==> config.mk <==
export PLATFORM = sky130hd
export DESIGN_NAME = param_seq_alu
export DESIGN_NICKNAME = d
export VERILOG_FILES = /design/src/rtl/param_seq_alu.sv
export SDC_FILE = /design/constraint.sdc
export NUM_CORES = 1
export LEC_CHECK = 0
export ABC_AREA = 1
export CORE_MARGIN = 2
export CORE_UTILIZATION = 35
export DETAILED_ROUTE_END_ITERATION = 10
export GPL_ROUTABILITY_DRIVEN = 0
export PLACE_DENSITY_LB_ADDON = 0.3
export SETUP_SLACK_MARGIN = 0.1
export SYNTH_ARGS = -nofsm -noshare
export SYNTH_HDL_FRONTEND = slang
export SYNTH_SLANG_ARGS = --single-unit
export TNS_END_PERCENT = 5
==> constraint.sdc <==
create_clock -name clk -period 2.62 [get_ports clk]
set_input_delay 0.524 -clock clk [delete_from_list [all_inputs] [get_ports clk]]
set_output_delay 0.524 -clock clk [all_outputs]
set_load 0.1 [all_outputs]
==> src/rtl/param_seq_alu.sv <==
// Registered WIDTH-bit ALU with a valid/ready handshake on both sides.
// MUL (shift-add) and DIV (restoring) run iteratively; everything else completes in one cycle.
module param_seq_alu #(
  parameter int unsigned WIDTH = 8
) (
  input  logic             clk,
  input  logic             rst_n,
  input  logic             in_valid,
  output logic             in_ready,
  input  logic [3:0]       op,
  input  logic [WIDTH-1:0] a,
  input  logic [WIDTH-1:0] b,
  output logic             out_valid,
  input  logic             out_ready,
  output logic [WIDTH-1:0] result,
  output logic [WIDTH-1:0] result_hi,
  output logic [4:0]       flags
);

  localparam int unsigned CW = $clog2(WIDTH + 1);

  localparam logic [3:0] OP_ADD = 4'h0, OP_SUB = 4'h1, OP_MUL = 4'h2, OP_DIV = 4'h3;
  localparam logic [3:0] OP_ROL = 4'h4, OP_ROR = 4'h5, OP_PENC = 4'h6, OP_GRAY = 4'h7;
  localparam logic [3:0] OP_ADC = 4'h8, OP_PAR = 4'h9, OP_AND = 4'hA, OP_OR = 4'hB;
  localparam logic [3:0] OP_NOT = 4'hC, OP_XOR = 4'hD, OP_GT = 4'hE, OP_EQ = 4'hF;

  typedef enum logic [1:0] {S_IDLE, S_BUSY, S_DONE} state_t;

  state_t           r_state;
  logic             r_is_mul;
  logic [WIDTH-1:0] r_opnd;
  logic [WIDTH-1:0] r_hi;
  logic [WIDTH-1:0] r_lo;
  logic [CW-1:0]    r_cnt;
  logic             r_carry;
  logic             r_out_valid;
  logic [WIDTH-1:0] r_result;
  logic [WIDTH-1:0] r_result_hi;
  logic [4:0]       r_flags;

  logic             w_cin;
  logic [WIDTH:0]   w_add;
  logic [WIDTH:0]   w_sub;
  logic [WIDTH-1:0] w_res;
  logic [WIDTH-1:0] w_hi;
  logic             w_c;
  logic             w_v;
  logic             w_e;
  logic             w_cupd;
  logic             w_go_busy;
  logic [4:0]       w_flags;

  logic [WIDTH:0]   w_msum;
  logic [WIDTH:0]   w_rshift;
  logic [WIDTH-1:0] w_rdiff;
  logic             w_qbit;
  logic [WIDTH-1:0] w_nhi;
  logic [WIDTH-1:0] w_nlo;
  logic             w_nz;

  assign in_ready  = (r_state == S_IDLE);
  assign out_valid = r_out_valid;
  assign result    = r_result;
  assign result_hi = r_result_hi;
  assign flags     = r_flags;

  assign w_cin = (op == OP_ADC) & r_carry;
  assign w_add = {1'b0, a} + {1'b0, b} + {{WIDTH{1'b0}}, w_cin};
  assign w_sub = {1'b0, a} - {1'b0, b};

  // Single-cycle datapath, evaluated on the live inputs during the accept cycle
  always_comb begin
    w_res     = '0;
    w_hi      = '0;
    w_c       = 1'b0;
    w_v       = 1'b0;
    w_e       = 1'b0;
    w_cupd    = 1'b0;
    w_go_busy = 1'b0;
    case (op)
      OP_ADD, OP_ADC: begin
        w_res  = w_add[WIDTH-1:0];
        w_c    = w_add[WIDTH];
        w_v    = (a[WIDTH-1] == b[WIDTH-1]) && (w_add[WIDTH-1] != a[WIDTH-1]);
        w_cupd = 1'b1;
      end
      OP_SUB: begin
        w_res  = w_sub[WIDTH-1:0];
        w_c    = w_sub[WIDTH];
        w_v    = (a[WIDTH-1] != b[WIDTH-1]) && (w_sub[WIDTH-1] != a[WIDTH-1]);
        w_cupd = 1'b1;
      end
      OP_MUL:  w_go_busy = (b != '0);
      OP_DIV: begin
        if (b == '0) begin
          w_hi = a;
          w_e  = 1'b1;
        end else begin
          w_go_busy = 1'b1;
        end
      end
      OP_ROL:  w_res = {a[WIDTH-2:0], a[WIDTH-1]};
      OP_ROR:  w_res = {a[0], a[WIDTH-1:1]};
      OP_PENC: begin
        if (a == '0) begin
          w_res = '1;
          w_e   = 1'b1;
        end else begin
          for (int i = 0; i < int'(WIDTH); i++) begin
            if (a[i]) w_res = WIDTH'(i);
          end
        end
      end
      OP_GRAY: w_res = a ^ (a >> 1);
      OP_PAR:  w_res = {{(WIDTH-1){1'b0}}, ~(^a)};
      OP_AND:  w_res = a & b;
      OP_OR:   w_res = a | b;
      OP_NOT:  w_res = ~a;
      OP_XOR:  w_res = a ^ b;
      OP_GT:   w_res = {{(WIDTH-1){1'b0}}, (a > b)};
      OP_EQ:   w_res = {{(WIDTH-1){1'b0}}, (a == b)};
      default: w_res = '0;
    endcase
    w_flags = {(w_res == '0), w_c, w_res[WIDTH-1], w_v, w_e};
  end

  // One shift-add or restoring-divide step on {r_hi, r_lo}
  assign w_msum   = {1'b0, r_hi} + (r_lo[0] ? {1'b0, r_opnd} : '0);
  assign w_rshift = {r_hi, r_lo[WIDTH-1]};
  assign w_qbit   = (w_rshift >= {1'b0, r_opnd});
  assign w_rdiff  = w_rshift[WIDTH-1:0] - r_opnd;

  always_comb begin
    w_nhi = '0;
    w_nlo = '0;
    if (r_is_mul) begin
      {w_nhi, w_nlo} = {w_msum, r_lo[WIDTH-1:1]};
      w_nz = ({w_nhi, w_nlo} == '0);
    end else begin
      w_nhi = w_qbit ? w_rdiff : w_rshift[WIDTH-1:0];
      w_nlo = {r_lo[WIDTH-2:0], w_qbit};
      w_nz  = (w_nlo == '0);
    end
  end

  always_ff @(posedge clk or negedge rst_n) begin
    if (!rst_n) begin
      r_state     <= S_IDLE;
      r_is_mul    <= 1'b0;
      r_opnd      <= '0;
      r_hi        <= '0;
      r_lo        <= '0;
      r_cnt       <= '0;
      r_carry     <= 1'b0;
      r_out_valid <= 1'b0;
      r_result    <= '0;
      r_result_hi <= '0;
      r_flags     <= '0;
    end else begin
      case (r_state)
        S_IDLE: begin
          if (in_valid) begin
            r_is_mul <= (op == OP_MUL);
            r_opnd   <= (op == OP_MUL) ? a : b;
            r_hi     <= '0;
            r_lo     <= (op == OP_MUL) ? b : a;
            r_cnt    <= '0;
            if (w_go_busy) begin
              r_state <= S_BUSY;
            end else begin
              r_state     <= S_DONE;
              r_out_valid <= 1'b1;
              r_result    <= w_res;
              r_result_hi <= w_hi;
              r_flags     <= w_flags;
              if (w_cupd) r_carry <= w_c;
            end
          end
        end
        S_BUSY: begin
          r_hi  <= w_nhi;
          r_lo  <= w_nlo;
          r_cnt <= r_cnt + CW'(1);
          // The last step's values go straight to the outputs
          if (r_cnt == CW'(WIDTH - 1)) begin
            r_state     <= S_DONE;
            r_out_valid <= 1'b1;
            r_result    <= w_nlo;
            r_result_hi <= w_nhi;
            r_flags     <= {w_nz, 1'b0, w_nlo[WIDTH-1], 1'b0, 1'b0};
          end
        end
        S_DONE: begin
          if (out_ready) begin
            r_state     <= S_IDLE;
            r_out_valid <= 1'b0;
          end
        end
        default: r_state <= S_IDLE;
      endcase
    end
  end

endmodule

==> implementation parameters <==
Parameter                              Value

Finish
  Register area    1328 um2
  Final core utilization    46.71%
  Filler Cells Inserted    approximately 1600
  Area growth, synth to finish    30.49%
  Number of diodes added for antenna fixing    0
  Multi-input gate area    3681 um2
  Share of cells above drive strength 1    18.77%
  NumNets Final    approximately 1100

Logic synthesis
  Gate Count Post-Synth    875
  Post-synth cell types    39
  Main flop type after synthesis    sky130_fd_sc_hd__dfrtp_1
  Ys async rst share    100.0%
  Most common cell in the synthesized netlist    sky130_fd_sc_hd__nand2_1
  Post-synthesis cell type with the largest combined area    sky130_fd_sc_hd__dfrtp_1
  Flip-flop and latch count after synthesis    53
  Post-synth EDFFs    0
  Synth Warn #    0
  Fraction of the yosys area taken by sequential cells    24.37%
  Synth top area share    24.37%
  Leading cell types by total area after synthesis    sky130_fd_sc_hd__dfrtp_1 (24%), sky130_fd_sc_hd__nand2_1 (17%), sky130_fd_sc_hd__ha_1 (11%), sky130_fd_sc_hd__inv_1 (8.2%), sky130_fd_sc_hd__nor2_1 (7.4%)
  Synthesized area per cell    roughly 6.2 um2
  Most instantiated cells after synthesis    sky130_fd_sc_hd__nand2_1 (250), sky130_fd_sc_hd__inv_1 (119), sky130_fd_sc_hd__nor2_1 (108)
  Syn nets    between 900 and 1000
  Synthesized cell area    between 5000 and 6000 um2

Pwr
  Worst ir drop on vdd    between 1 and 1.5 mV
  Power per cell area    slightly below 900 nW/um2
  Leakage power figure    0.003805 uW

Setup path
  Cell count of the worst reg-to-reg path    13
  Type of the worst setup path    in -> reg
  End of the worst register-to-register path    flags[4]
  End point of the critical path    flags[4]
  CP startpoint kind    input pin
  Arrival time of the worst setup path    around 2.7 ns
  Worst reg-to-reg setup slack    0.15 ns
  Critical Path Sink Type    flop
  Critical path peak fanout    2
  Worst Setup SP    op[2]
  Launch point of the worst reg-to-reg path    r_carry
  CP Data Required Time    2.84 ns

Global route
  Largest net degree at the start of global routing    24
  GR Layer Usage met2    a little under two fifths
  Grt ovf    0
  Number of global-route vias before repair    about 5900
  Global-route met3 utilization    2.786%
  Number of antenna violations at the first check in global routing    0
  GRT Max-Usage Layer    met2
  GRT Total Usage    a little under a quarter
  Global-route wire length before repair    ~30000 um
  GR met1 Demand/Resource    between 30 and 40%

Drt
  Number of nets still failing antenna checks after routing    0
  Post-DR vias/cell    a little over 5
  Iteration-0 DRC count of the detailed router    488
  1st-pass router iterations    5
  Post-detailed-route DRC marker count    0
  Per-cell routed wire length    15.74 um
  Count of vias placed by the detailed router    6214
  Final Routed Wirelength    roughly 19000 um

Timing
  Maximum clock frequency    401.3 MHz
  Worst-margin pin slew    approximately 0.84 ns
  Post-Route Skew    approximately 0.0061 ns
  Normalized max-slew margin    between 40 and 50%
  Final worst path period need    approximately 2.5 ns
  Total setup violations reported at the end of the flow    0
  Unrepaired setup endpoints after global routing    yes
  Final slew viol count    0
  Setup TNS after final layout    0 ns
  Final period utilization    between 90% and 100%
  Final hold violations    0

Outcome
  Outcome    finished clean

Worst hold path
  Class of the tightest hold or removal check    in -> async

Clock network
  CTS H-tree depth    2
  Clk Tree Root Cell    sky130_fd_sc_hd__clkbuf_16
  Hold Buf Count CTS    0
  Sinks on the clock net    between 50 and 60
  CTS Buffer Depth    2
  Clock transition at the registers of the reported paths    ~0.07 ns
  Num CTS Buffers    5
  Latest clock arrival within the worst-skew pair    roughly 0.29 ns
  CTS tree    yes

Floorplan
  Die area    16560 um2
  Die H    ~130 um
  Cell row count    45
  Number of primary I/O pins    47
  Starting Density    between 30% and 40%
  Placeable core area    15200 um2
  Width of the die    between 100 and 150 um

Flow run
  Number of maximum-capacitance constraint violations    0

Placement
  Port buffer count    between 40 and 50
  Half-perimeter wire length after placement    15370 um
==> worst min-delay path by stage <==
stage | to | slack, ns | depth (start not counted)
floorplan | flags[0] | 0.23 | 0
global placement | out_valid | 0.47 | 1
detailed placement | flags[3] | 0.47 | 2
CTS | r_hi[5] | 0.23 | 1
global route | result_hi[6] | 0.25 | 1
finish | r_hi[5] | 0.21 | 1
==> critical path: stages <==
cell                      delay, ns
sky130_fd_sc_hd__buf_2         0.12
sky130_fd_sc_hd__nor2_4        0.11
sky130_fd_sc_hd__nand3_2       0.08
sky130_fd_sc_hd__fa_2          0.43
sky130_fd_sc_hd__fa_2          0.58
sky130_fd_sc_hd__inv_1         0.04
sky130_fd_sc_hd__nand2_1       0.05
sky130_fd_sc_hd__nand2_1       0.04
sky130_fd_sc_hd__nor2_1        0.08
sky130_fd_sc_hd__nand3_1       0.09
sky130_fd_sc_hd__nor2_2        0.15
sky130_fd_sc_hd__nand3_1       0.10
sky130_fd_sc_hd__nor2_1        0.11
sky130_fd_sc_hd__nand3_1       0.07
sky130_fd_sc_hd__a21oi_1       0.13
==> final cells by class <==
cell class	instances	share of cell area, %
Timing Repair Buffer	153	17.53
Inverter	121	6.432
Sequential cell	53	18.70
Tap cell	188	3.313
Clock inverter	2	0.2291
Clock buffer	6	1.956
Multi-Input combinational cell	677	51.84
==> per-layer routing <==
layer | share of wire [%] | wire length, um | up-vias
met2 | 44 | 8314 | 216
met4 | 3.2 | 609 | 0
li1 | - | - | 3097
met5 | 0 | 0 | -
met3 | 6.4 | 1203 | 48
met1 | 46 | 8755 | 2853
==> cells in the final DEF (no fill, tap or decap), drive strengths merged <==
cell / synthesis / final
buf: 13 / 135
ha: 47 / 47
a31oi: 3 / 3
nand2: 252 / 252
fa: 5 / 5
and2: 1 / 1
xnor2: 4 / 4
o2111ai: 1 / 1
o21ai: 70 / 70
nand4: 14 / 14
o31ai: 1 / 1
clkinvlp: 0 / 1
nand3b: 3 / 3
clkbuf: 11 / 6
o221ai: 5 / 5
a22o: 1 / 1
a2bb2oi: 1 / 1
a21oi: 70 / 70
o21a: 4 / 4
dlygate4sd2: 0 / 2
nor3: 7 / 7
a22oi: 2 / 2
clkdlybuf4s50: 0 / 12
nand3: 59 / 59
o21bai: 2 / 2
o211ai: 4 / 4
a21o: 2 / 2
or2: 3 / 3
xor2: 5 / 5
dfrtp: 53 / 53
inv: 121 / 122
nor2: 111 / 111
dlymetal6s2s: 0 / 4
==> cells by family (layout without fill, tap and decap cells) <==
kind of cell             after synthesis  after routing  synth area share, %
AO/OA/AOI/OAI                        166            166                16.79
AND/OR/NAND/NOR                      450            450                34.10
buffers and inverters                145            282                10.65
flip-flops                            53             53                24.37
adder cells (fa/ha/maj)               52             52                12.65
XOR/XNOR                               9              9                1.449
==> timing repair <==
item                                    in CTS  in global routing
gates resized for setup                     33                 36
pin swaps                                   11                 17
setup buffers                                3                  2
endpoints found under the setup margin      10                 25
==> per-stage QoR <==
stage	power (uW)	cells	hold slack (ns)	worst slack, ns	area (um2)
5_1_grt	6717	1200	0.2546	0.02828	7101
6_report	6262	1200	0.2116	0.1280	7101
4_1_cts	6212	1198	0.2263	0.1202	6958
2_1_floorplan	4349	875	0.2284	0.03469	5444
3_5_place_dp	5489	1187	0.4663	-0.6277	6758
3_3_place_gp	5466	1187	0.4681	-0.5406	6758
==> sequential cells by signal, indices dropped and copies added, names as in the netlist <==
| signal | flops |
|---|---|
| r_opnd | 8 |
| r_state | 2 |
| r_carry | 1 |
| result_hi | 8 |
| r_lo | 8 |
| r_cnt | 4 |
| flags | 5 |
| out_valid | 1 |
| result | 7 |
| r_hi | 8 |
| r_is_mul | 1 |
==> report_power, final <==
group          internal, uW  switching (uW)  leakage, uW
Sequential             1140             257     0.000672
Combinational          1260            2920      0.00306
Clock                   384             304    0.0000735
Note: power is estimated with default switching activity, not from simulation.
==> RTL change, RTL diff (same settings) <==
Change the parameter `WIDTH` from 8 to 32.
--- a/src/rtl/param_seq_alu.sv
+++ b/src/rtl/param_seq_alu.sv
@@ -1,7 +1,7 @@
 // Registered WIDTH-bit ALU with a valid/ready handshake on both sides.
 // MUL (shift-add) and DIV (restoring) run iteratively; everything else completes in one cycle.
 module param_seq_alu #(
-  parameter int unsigned WIDTH = 8
+  parameter int unsigned WIDTH = 32
 ) (
   input  logic             clk,
   input  logic             rst_n,
Ports: changed (resized a, b, result and result_hi); port bits go from 47 to 143. The function was not compared with the original's and may differ.
==> RTL change against the unedited design <==
- the run now ends with negative setup slack left
- total power increased to 4.0 times the old value
- area after synthesis grew to 3.7 times the old value
- worst setup slack worse by 0.97 ns
- fmax shrank 28%
- routed wire length grew to 5.2 times the old value
- cell count grew to 4.0 times the old value
- final area increased to 4.4 times the old value
- sequential cell count rose by 122
- clock power grew to 4.0 times the old value
==> RTL change: results <==
export IMPL_route_detailed_vias_per_inst=5.55
export IMPL_design_final_nets=4294
export IMPL_synth_seq_area_share=0.220
export IMPL_grt_met2_usage=0.475
export IMPL_number_of_buffer_cells_added_on_primary_ports=142
export IMPL_postPlaceCellArea_um2=28100
export IMPL_post_place_ws_ns=-1.56
export IMPL_dp_hpwl_um=77600
export IMPL_cts_htree_levels=4
export IMPL_failed_checks="negative setup slack"
export IMPL_ys_types=70
export IMPL_timing_final_setup_violations=89
export IMPL_route_met3_wl_um=11200
export IMPL_clock_latency_ns=0.47
export IMPL_synthAdderAreaFrac=0.118
export IMPL_dp_cells=4731
export IMPL_run_status="finished with violations"
export IMPL_groute_layer_met3_usage=0.0846
export IMPL_smallest_setup_slack_after_layout_ns=-0.840
export IMPL_layout_drive_gt1_share=0.360
export IMPL_drt_initial_drc_count=3417
export IMPL_grt_util_all_layers=0.328
export IMPL_power_switching_fraction=0.536
export IMPL_antenna_violations_before_repair=1
export IMPL_synth_xor_area_frac=0.0216
export IMPL_path_delay_family="simple AND/OR/NAND/NOR gates"
export IMPL_drtPass1Iterations=8
export IMPL_irDropWorstVdd_uv=1080
export IMPL_synthTopCellsByArea="sky130_fd_sc_hd__dfrtp_1 (22%), sky130_fd_sc_hd__nand2_1 (13%), sky130_fd_sc_hd__ha_1 (11%)"
export IMPL_synthesis_instances=3135
-- RTL change: cell count changes after synthesis, moves of 41 or more --
cell	change
sky130_fd_sc_hd__o21ai_0	+262
sky130_fd_sc_hd__clkbuf_1	+82
sky130_fd_sc_hd__a21oi_1	+253
sky130_fd_sc_hd__o211ai_1	+41
sky130_fd_sc_hd__nand3_1	+55
sky130_fd_sc_hd__nor2_1	+214
sky130_fd_sc_hd__ha_1	+132
sky130_fd_sc_hd__inv_1	+246
sky130_fd_sc_hd__dfrtp_1	+122
sky130_fd_sc_hd__nand2_1	+448
-- RTL change: power groups by stage --
stage / combinational (uW) / clock, uW / sequential (uW)
2_1_floorplan: 6120 / 0 / 7710
3_3_place_gp: 15900 / 0 / 4640
3_5_place_dp: 16000 / 0 / 4640
4_1_cts: 16900 / 2730 / 4620
5_1_grt: 18800 / 2840 / 4780
6_report: 17700 / 2730 / 4710
-- RTL change: final cells by class --
class | instances | area (um^2)
fillers | 5320 | 25100
diodes | 1 | 2.50
inverters | 388 | 1510
multi-input cells | 2428 | 15400
clock inverters | 11 | 133
repair buffers | 1028 | 8300
clock buffers | 20 | 457
well taps | 756 | 946
flip-flops and latches | 175 | 4380
-- RTL change: final timing paths --
check	start	endpoint	slack [ns]	depth (start not counted)
setup / recovery	op[1]	flags[4]	-0.84	27
hold / removal	rst_n	result[25]	0.46	2
min in group clk	flags[1]	flags[1]	0.50	1
hold reg to reg	flags[1]	flags[1]	0.50	1
setup reg to reg	r_carry	flags[4]	-0.83	25
max in group asynchronous	rst_n	r_lo[0]	1.32	3
-- RTL change: repair_timing --
item | CTS | global route
endpoints found under the hold margin | 12 | 0
resized for setup | 477 | 170
hold buffers | 1 | 0
setup endpoints to repair | 105 | 103
pin swaps | 86 | 58
setup buffers | 40 | 5
